==> src/rtl/fft_ram_wr_pkg.sv <==
// rtl/fft_ram_wr_pkg.sv - shared FFT sizing and run-handshake state encodings
// Used by the RAM writer, the run controller and the spectrum reader.
package fft_ram_wr_pkg;
  localparam int FFT_DW = 16;
  localparam int FFT_N  = 1024;
  localparam int FFT_AW = $clog2(FFT_N);

  typedef enum logic [1:0] {
    ST_IDLE    = 2'd0,
    ST_CAPTURE = 2'd1,
    ST_DRAIN   = 2'd2,
    ST_DONE    = 2'd3
  } fft_state_e;
endpackage

==> src/rtl/fft_ram_wr_if.sv <==
// rtl/fft_ram_wr_if.sv - FFT output stream plus spectrum RAM write port
// The slave side consumes the stream and drives the RAM write port.
interface fft_ram_wr_if
  import fft_ram_wr_pkg::*;
#(
  parameter int DW = FFT_DW,
  parameter int AW = FFT_AW
) ();
  logic              s_data_tvalid;
  logic              s_data_tready;
  logic [2*DW-1:0]   s_data_tdata;
  logic              s_data_tlast;
  logic              ram_we;
  logic [AW-1:0]     ram_addr;
  logic [2*DW:0]     ram_wdata;

  modport master (
    output s_data_tvalid, s_data_tdata, s_data_tlast,
    input  s_data_tready, ram_we, ram_addr, ram_wdata
  );

  modport slave (
    input  s_data_tvalid, s_data_tdata, s_data_tlast,
    output s_data_tready, ram_we, ram_addr, ram_wdata
  );
endinterface

==> src/rtl/fft_mag_sq.sv <==
// rtl/fft_mag_sq.sv - two-stage squared-magnitude pipe with valid/addr sideband
// Stage 1 squares each component, stage 2 sums them into an unsigned 2*DW+1 word.
module fft_mag_sq #(
  parameter int DW = 16,
  parameter int AW = 10
) (
  input  logic                 clk,
  input  logic                 rst,
  input  logic                 i_valid,
  input  logic signed [DW-1:0] i_re,
  input  logic signed [DW-1:0] i_im,
  input  logic [AW-1:0]        i_addr,
  output logic                 o_s1_valid,
  output logic                 o_valid,
  output logic [AW-1:0]        o_addr,
  output logic [2*DW:0]        o_data
);
  logic signed [2*DW-1:0] w_re_ext, w_im_ext;
  logic signed [2*DW-1:0] r_re_sq, r_im_sq;
  logic                   r_s1_valid, r_valid;
  logic [AW-1:0]          r_s1_addr, r_addr;
  logic [2*DW:0]          r_data;

  // Sign-extend first so the product of two -2^(DW-1) stays positive in 2*DW bits.
  assign w_re_ext = {{DW{i_re[DW-1]}}, i_re};
  assign w_im_ext = {{DW{i_im[DW-1]}}, i_im};

  always_ff @(posedge clk) begin
    if (rst) begin
      r_re_sq    <= '0;
      r_im_sq    <= '0;
      r_s1_valid <= 1'b0;
      r_s1_addr  <= '0;
      r_valid    <= 1'b0;
      r_addr     <= '0;
      r_data     <= '0;
    end else begin
      r_re_sq    <= w_re_ext * w_re_ext;
      r_im_sq    <= w_im_ext * w_im_ext;
      r_s1_valid <= i_valid;
      r_s1_addr  <= i_addr;
      r_valid    <= r_s1_valid;
      r_addr     <= r_s1_addr;
      r_data     <= {1'b0, r_re_sq} + {1'b0, r_im_sq};
    end
  end

  assign o_s1_valid = r_s1_valid;
  assign o_valid    = r_valid;
  assign o_addr     = r_addr;
  assign o_data     = r_data;
endmodule

==> src/rtl/fft_ram_wr.sv <==
// rtl/fft_ram_wr.sv - captures one FFT frame, writes |X|^2 per bin to spectrum RAM
// Beat count alone ends the frame; tlast only feeds the sticky frame_err flag.
module fft_ram_wr
  import fft_ram_wr_pkg::*;
#(
  parameter int DW = FFT_DW,
  parameter int N  = FFT_N
) (
  input  logic             clk,
  input  logic             rst,
  input  logic             fft_valid,
  fft_ram_wr_if.slave      bus,
  output logic             fft_shutdown,
  output logic             busy,
  output logic             frame_err
);
  localparam int AW = $clog2(N);

  fft_state_e    r_state, w_next;
  logic          r_fv_d, r_abort, r_frame_err;
  logic [AW-1:0] r_cnt;
  logic          w_start, w_accept, w_last_beat, w_tready, w_s1_valid;
  logic          w_we;
  logic [AW-1:0] w_addr;
  logic [2*DW:0] w_wdata;

  assign w_start     = fft_valid & ~r_fv_d;
  assign w_last_beat = (r_cnt == AW'(N - 1));
  assign w_accept    = bus.s_data_tvalid & w_tready;

  always_comb begin
    w_next       = r_state;
    w_tready     = 1'b0;
    busy         = 1'b0;
    fft_shutdown = 1'b0;
    case (r_state)
      ST_IDLE: begin
        if (w_start) w_next = ST_CAPTURE;
      end
      ST_CAPTURE: begin
        // Gated by fft_valid so the cycle the run is withdrawn takes no beat.
        w_tready = fft_valid;
        busy     = 1'b1;
        if (!fft_valid)                     w_next = ST_DRAIN;
        else if (w_accept && w_last_beat)   w_next = ST_DRAIN;
      end
      ST_DRAIN: begin
        busy = 1'b1;
        // Stage 2 lands its final write this cycle, so DONE follows that write.
        if (!w_s1_valid) w_next = r_abort ? ST_IDLE : ST_DONE;
      end
      ST_DONE: begin
        fft_shutdown = 1'b1;
        w_next       = ST_IDLE;
      end
      default: w_next = ST_IDLE;
    endcase
  end

  always_ff @(posedge clk) begin
    if (rst) begin
      r_state     <= ST_IDLE;
      r_fv_d      <= 1'b0;
      r_cnt       <= '0;
      r_abort     <= 1'b0;
      r_frame_err <= 1'b0;
    end else begin
      r_state <= w_next;
      r_fv_d  <= fft_valid;
      if (r_state == ST_IDLE && w_start) begin
        r_cnt       <= '0;
        r_abort     <= 1'b0;
        r_frame_err <= 1'b0;
      end
      if (r_state == ST_CAPTURE && !fft_valid) r_abort <= 1'b1;
      if (w_accept) begin
        r_cnt <= r_cnt + 1'b1;
        if (bus.s_data_tlast != w_last_beat) r_frame_err <= 1'b1;
      end
    end
  end

  fft_mag_sq #(.DW(DW), .AW(AW)) u_mag (
    .clk        (clk),
    .rst        (rst),
    .i_valid    (w_accept),
    .i_re       (bus.s_data_tdata[DW-1:0]),
    .i_im       (bus.s_data_tdata[2*DW-1:DW]),
    .i_addr     (r_cnt),
    .o_s1_valid (w_s1_valid),
    .o_valid    (w_we),
    .o_addr     (w_addr),
    .o_data     (w_wdata)
  );

  assign bus.s_data_tready = w_tready;
  assign bus.ram_we        = w_we;
  assign bus.ram_addr      = w_addr;
  assign bus.ram_wdata     = w_wdata;
  assign frame_err         = r_frame_err;
endmodule
==> src/flat_wrapper.sv <==
// flat-port wrapper written by rule: the top's interface ports become plain ports
module fft_ram_wr_flat import fft_ram_wr_pkg::*;
#(
  parameter int DW = FFT_DW,
  parameter int N  = FFT_N
)
  (clk, rst, fft_valid, fft_shutdown, busy, frame_err, bus_s_data_tvalid, bus_s_data_tdata, bus_s_data_tlast, bus_s_data_tready, bus_ram_we, bus_ram_addr, bus_ram_wdata);
  fft_ram_wr_if #(.DW(DW)) bus_i ();
  input  logic clk;
  input  logic rst;
  input  logic fft_valid;
  output logic fft_shutdown;
  output logic busy;
  output logic frame_err;
  input wire logic [$bits(bus_i.s_data_tvalid)-1:0] bus_s_data_tvalid;
  input wire logic [$bits(bus_i.s_data_tdata)-1:0] bus_s_data_tdata;
  input wire logic [$bits(bus_i.s_data_tlast)-1:0] bus_s_data_tlast;
  output wire logic [$bits(bus_i.s_data_tready)-1:0] bus_s_data_tready;
  output wire logic [$bits(bus_i.ram_we)-1:0] bus_ram_we;
  output wire logic [$bits(bus_i.ram_addr)-1:0] bus_ram_addr;
  output wire logic [$bits(bus_i.ram_wdata)-1:0] bus_ram_wdata;
  assign bus_i.s_data_tvalid = bus_s_data_tvalid;
  assign bus_i.s_data_tdata = bus_s_data_tdata;
  assign bus_i.s_data_tlast = bus_s_data_tlast;
  assign bus_s_data_tready = bus_i.s_data_tready;
  assign bus_ram_we = bus_i.ram_we;
  assign bus_ram_addr = bus_i.ram_addr;
  assign bus_ram_wdata = bus_i.ram_wdata;
  fft_ram_wr #(.DW(DW), .N(N)) u_core (.clk(clk), .rst(rst), .fft_valid(fft_valid), .bus(bus_i), .fft_shutdown(fft_shutdown), .busy(busy), .frame_err(frame_err));
endmodule
==> config.mk <==
export PLATFORM = sky130hd
export DESIGN_NAME = fft_ram_wr_flat
export DESIGN_NICKNAME = d
export VERILOG_FILES = /design/src/rtl/fft_ram_wr_pkg.sv /design/src/rtl/fft_ram_wr_if.sv /design/src/rtl/fft_mag_sq.sv /design/src/rtl/fft_ram_wr.sv /design/src/flat_wrapper.sv
export SDC_FILE = /design/constraint.sdc
export NUM_CORES = 1
export LEC_CHECK = 0
export CAP_MARGIN = 20
export CORE_AREA = 2 2 230 232
export CTS_BUF_LIST = sky130_fd_sc_hd__clkbuf_2
export DETAILED_ROUTE_END_ITERATION = 16
export DIE_AREA = 0 0 232 234
export PLACE_DENSITY_LB_ADDON = 0.15
export SLEW_MARGIN = 20
export SYNTH_ARGS = -nofsm -noshare
export SYNTH_HDL_FRONTEND = slang
export SYNTH_SLANG_ARGS = --single-unit
==> constraint.sdc <==
create_clock -name clk -period 9.8 [get_ports clk]
set_clock_uncertainty 0.05 [all_clocks]
set_input_delay 1.96 -clock clk [delete_from_list [all_inputs] [get_ports clk]]
set_output_delay 1.96 -clock clk [all_outputs]
set_load 0.005 [all_outputs]
# Word-level counts from Yosys, hierarchy flattened
# Cells that the tools add are included.
# classes
mux,16
n_reduce_logical,9
eq_ne,8
n_addsub,2
n_bitwise,3
mul,2
# op_table
operator,n
16-bit by 16-bit multiplier with 32-bit output,2
32-bit by 32-bit adder with 33-bit output,1
10-bit two-way mux,2
10-bit by 1-bit adder with 10-bit output (second input constant),1
10-bit == test (second input constant),1
2-bit two-way mux,5
1-bit two-way mux,8
2-bit one-hot mux with 4 select lines,1
2-bit == test (second input constant),2
2-bit nonzero test,2
1-bit logical AND,3
3-bit by 2-bit inequality test with 1-bit output (second input constant),1
3-bit AND reduction,1
1-bit bitwise AND,2
2-bit by 1-bit == test with 1-bit output (second input constant),1
2-bit logical NOT,1
2-bit by 1-bit inequality test with 1-bit output (second input constant),1
2-bit inequality test (second input constant),1
2-bit OR reduction,1
1-bit logical NOT,1
1-bit inequality test,1
1-bit NOT,1
# totals
word_cells,52
inputBits,37
register_bits,134

# Longest topological paths before layout
# logic_depth
ltp_word,7
depth_mapped,24
ltp_nobuf,24

# Modules after synthesis
# From an unflattened synthesis, not the netlist that was laid out.
# unflattened
cells_unflattened,2465
hier_area_um2,23048.4
# modules_own_cells
mod,instances,cells_per_inst,area_per_inst_um2,seq_area_each_um2
fft_mag_sq,1,2367,22201.3,2342.2
fft_ram_wr,1,98,847.1,300.3

# Worst setup path before layout
# No wires, ideal clock.
# synth_path
kind,input port to flip-flop
from,input port bus_s_data_tdata[21]
to,register u_core.u_mag.r_im_sq[31]
path_stages,21
slack_ps,1799
path_buffers,2
arrival_ps,7889
required_ps,9688
cell_sequence,clkbuf_1 -> clkbuf_1 -> nand2_1 -> fa_1 -> inv_1 -> fa_1 -> fa_1 -> fa_1 -> fa_1 -> inv_1 -> fa_1 -> inv_1 -> ha_1 -> nand4_2 -> or3_1 -> nand3b_4 -> a21boi_2 -> o21a_2 -> o41ai_2 -> or4_1 -> nand3_1
# synth_via
elab_chain_len,1
# synth_rtl
element,line,source
"start, declared",flat_wrapper.sv:16,input wire logic [$bits(bus_i.s_data_tdata)-1:0] bus_s_data_tdata;
16-bit by 16-bit multiplier with 32-bit output,fft_mag_sq.sv:39,r_im_sq <= w_im_ext * w_im_ext;
"end signal, assigned",fft_mag_sq.sv:39,
"end, declared",fft_mag_sq.sv:19,"logic signed [2*DW-1:0] r_re_sq, r_im_sq;"
# No other way between the ends.
# A chain may end at the register's enable or synchronous reset.

# Worst setup path in the final report
# layout_path
from,input port bus_s_data_tdata[15]
to,register u_core.u_mag.r_re_sq[31]
# layout_via
elab_chain_len,1
# layout_rtl
element,line,source
16-bit by 16-bit multiplier with 32-bit output,fft_mag_sq.sv:38,r_re_sq <= w_re_ext * w_re_ext;
"end signal, assigned",fft_mag_sq.sv:38,
"end, declared",fft_mag_sq.sv:19,
# No other way between the ends.

==> flow_summary.toml <==
[timing]
fmax_mhz = 121
rsz0062_at_grt = "false"
hold_violations = 0
fin_crit_ns = 8.28
finalMaxSlewViolations = 0
tightest_slew_ns = 0.844
max_slew_margin_pct = 43.6
setup-tns-final_ns = 0
fin_crit_sh_pct = 84.5
finalSetupViolCount = 0

[critical_path]
critical_path_class = "in2reg"
setup.worst_path.start_class = "input pin"
crit_top_cell = "fa_1"
worstPathRequired_ns = 10.36
ff2ff_setup_slack_ns = 6.91
rr_startpoint = "u_core.u_mag.r_re_sq[4]"
rr_worst_depth = 10
r2r_end = "u_core.u_mag.o_data[31]"
cp.arrival_ns = 8.84
slowest_delay_ns = 0.92
crit_slowest_cell = "clkdlybuf4s50_1"
cp_cell_sequence = "clkdlybuf4s50_1, inv_1, nor2_1, fa_1, fa_1, fa_1, fa_1, fa_1, inv_1, fa_1, inv_1, ha_1, a21o_1, a21o_1, a21o_1, or3_1, o211a_1, o21ai_0, a21oi_1, xnor2_1, nor2_1"
cp-end-kind = "register"
cp_max_fo = 16

[synthesis]
syn_area_per_cell_um2 = 9.30
synth_seq_cells = 132
syn_area_um2 = 22600
async_reset_ff_share_pct = 0
synth_top_flop_cell = "dfxtp_1"
yosys_warnings = 0
synth_nets = 3153
synth_enable_flop_cells = 0
ys_seq_area_share_pct = 11.7
syn-instance-count = 2432
synth.distinct_cells = 71

[drt]
routed-via-count = 15600
routed_wirelength_um = 47600
drt_iter0_markers = 501
vias_per_cell = 4.87
dr.pass1.iters = 6
routedWlPerCell_um = 14.9
antenna_left = 0
drc_errors = 0

[run_status]
status = "completed"

[final_layout]
layout_commonest_cell = "inv_1"
area_delta_synth_final_pct = 8.48
final_cell_mix = "646 x inv_1, 468 x fa_1, 216 x ha_1"
regArea_um2 = 2640
instances_no_fill = 3202
num-fill-cells = 5054
multi_input_comb_area_um2 = 17300
nets = 3221
drive_gt1_share_pct = 3.86

[global_route]
grt.overflow.total = 0
antenna_found_initial = 2
grt_max_degree = 74
grt.total_usage_pct = 19.0
grt_pass1_wl_um = 82500
grt_pass1_vias = 17300

[die]
fp.dieArea_um2 = 54300
initial_core_util_pct = 43.5
die_y_um = 234
dieWidth_um = 232
io_pins = 85
coreArea_um2 = 52000
rows = 84

[worst_hold_path]
whs_path_depth = 1
hold_start = "u_core.u_mag.r_s1_addr[7]"
hold_path_class = "reg2reg"
hold_path_end = "u_core.u_mag.o_addr[7]"

[clock_tree]
post_cts_resized = 0
clock_path_buffers = 2
clkSinkCount = 132
clkLatencyLatePin_ns = 0.72
holdBufCountCts = 0
cts_tree = "done"
cts_setup_buffers = 0
tritoncts.num_buffers = 17
clk_pin_slew_worst_paths_ns = 0.21
clock-root-buffer = "clkbuf_2"
cts.htree.levels = 4

[placed_design]
globalplace.congestion = 0.859
hpwl_um = 41100
io_buffers = 84
dp_cells = 3169

[flow_run]
drv_cap = 0
layer usage:
layer	routed length (um)	global-route usage [%]	vias up
li1	-	-	7405
met1	20900	24.5	7903
met2	24400	34.4	233
met3	1470	2.20	61
met4	816	3.93	0
met5	0	0	-
critical path, delay by kind of cell:
family                   cells  cell delay (ns)
AND/OR/NAND/NOR              3             0.64
AO/OA/AOI/OAI                6             1.10
XOR/XNOR                     1             0.16
buffers and inverters        4             1.18
adder cells (fa/ha/maj)      7             3.82
cell families (layout without fill, tap and decap cells):
family	Yosys count	count (layout)	share of synthesized area [%]
buf+inv	710	791	11.8
mux	8	8	0.382
simple gates	559	559	11.6
flops	132	132	11.7
xor+xnor	108	108	4.18
fa+ha+maj	684	684	53.4
other cells	0	1	0
compound gates	231	231	6.97
worst max-delay path by stage:
stage	start	to	slack, ns	depth (start not counted)
after global routing	bus_s_data_tdata[15]	u_core.u_mag.r_re_sq[31]	1.31	21
final	bus_s_data_tdata[15]	u_core.u_mag.r_re_sq[31]	1.52	21
after floorplan	bus_s_data_tdata[21]	u_core.u_mag.r_im_sq[31]	1.80	21
after detailed placement	bus_s_data_tdata[15]	u_core.u_mag.r_re_sq[31]	0.77	21
after CTS	bus_s_data_tdata[15]	u_core.u_mag.r_re_sq[31]	1.59	21
after global placement	bus_s_data_tdata[15]	u_core.u_mag.r_re_sq[31]	0.93	21
sequential cells by signal, indices dropped and copies added (netlist names):
| register | cells |
|---|---|
| u_core.r_fv_d | 1 |
| u_core.u_mag.o_addr | 10 |
| u_core.u_mag.r_re_sq | 31 |
| u_core.r_state | 2 |
| u_core.u_mag.r_s1_addr | 10 |
| u_core.r_cnt | 10 |
| u_core.u_mag.o_data | 33 |
| u_core.frame_err | 1 |
| u_core.u_mag.o_s1_valid | 1 |
| u_core.u_mag.r_im_sq | 31 |
| u_core.u_mag.o_valid | 1 |
| u_core.r_abort | 1 |
through the flow:
| step | hold slack (ns) | area, um2 | setup WS (ns) | util, % |
|---|---|---|---|---|
| 2_1_floorplan | 0.364 | 22600 | 1.80 | - |
| 3_3_place_gp | 0.371 | 24300 | 0.930 | 46.7 |
| 3_5_place_dp | 0.373 | 24300 | 0.771 | 46.7 |
| 4_1_cts | 0.412 | 24500 | 1.59 | 47.2 |
| 5_1_grt | 0.419 | 24500 | 1.31 | 47.2 |
| 6_report | 0.408 | 24500 | 1.52 | 47.2 |
cells in the mapped netlist (all sizes together) (5+ instances only):
library cell | count | area [um2]
o21a | 8 | 61.3
inv | 646 | 2420
a22oi | 5 | 37.5
xor2 | 38 | 333
clkbuf | 60 | 228
o21bai | 16 | 124
o21ai | 41 | 220
a21o | 27 | 203
fa | 468 | 9370
nor2 | 164 | 616
o211ai | 7 | 57.6
dfxtp | 132 | 2640
xnor2 | 70 | 613
nand3 | 21 | 105
nor3 | 17 | 85.1
mux2 | 5 | 56.3
and3 | 14 | 87.6
a31oi | 7 | 43.8
nand4 | 7 | 50.1
nor2b | 44 | 275
nand2b | 14 | 87.6
and2 | 80 | 500
a31o | 10 | 87.6
nand2 | 174 | 653
a21oi | 72 | 360
a211oi | 7 | 67.6
or3 | 8 | 50.1
or2 | 8 | 50.1
ha | 216 | 2700
final cells by class:
type / instances / area share (%)
multi-input combinational: 1590 / 70.5
sequential: 132 / 10.8
inverter: 648 / 9.91
timing repair buffer: 111 / 4.24
tap: 688 / 3.51
clock inverter: 15 / 0.673
clock buffer: 17 / 0.347
antenna: 1 / 0.0102
Power is left out: the tool's default activity adds up to more than one toggle a clock period on the data nets, which glitch-free logic cannot reach.
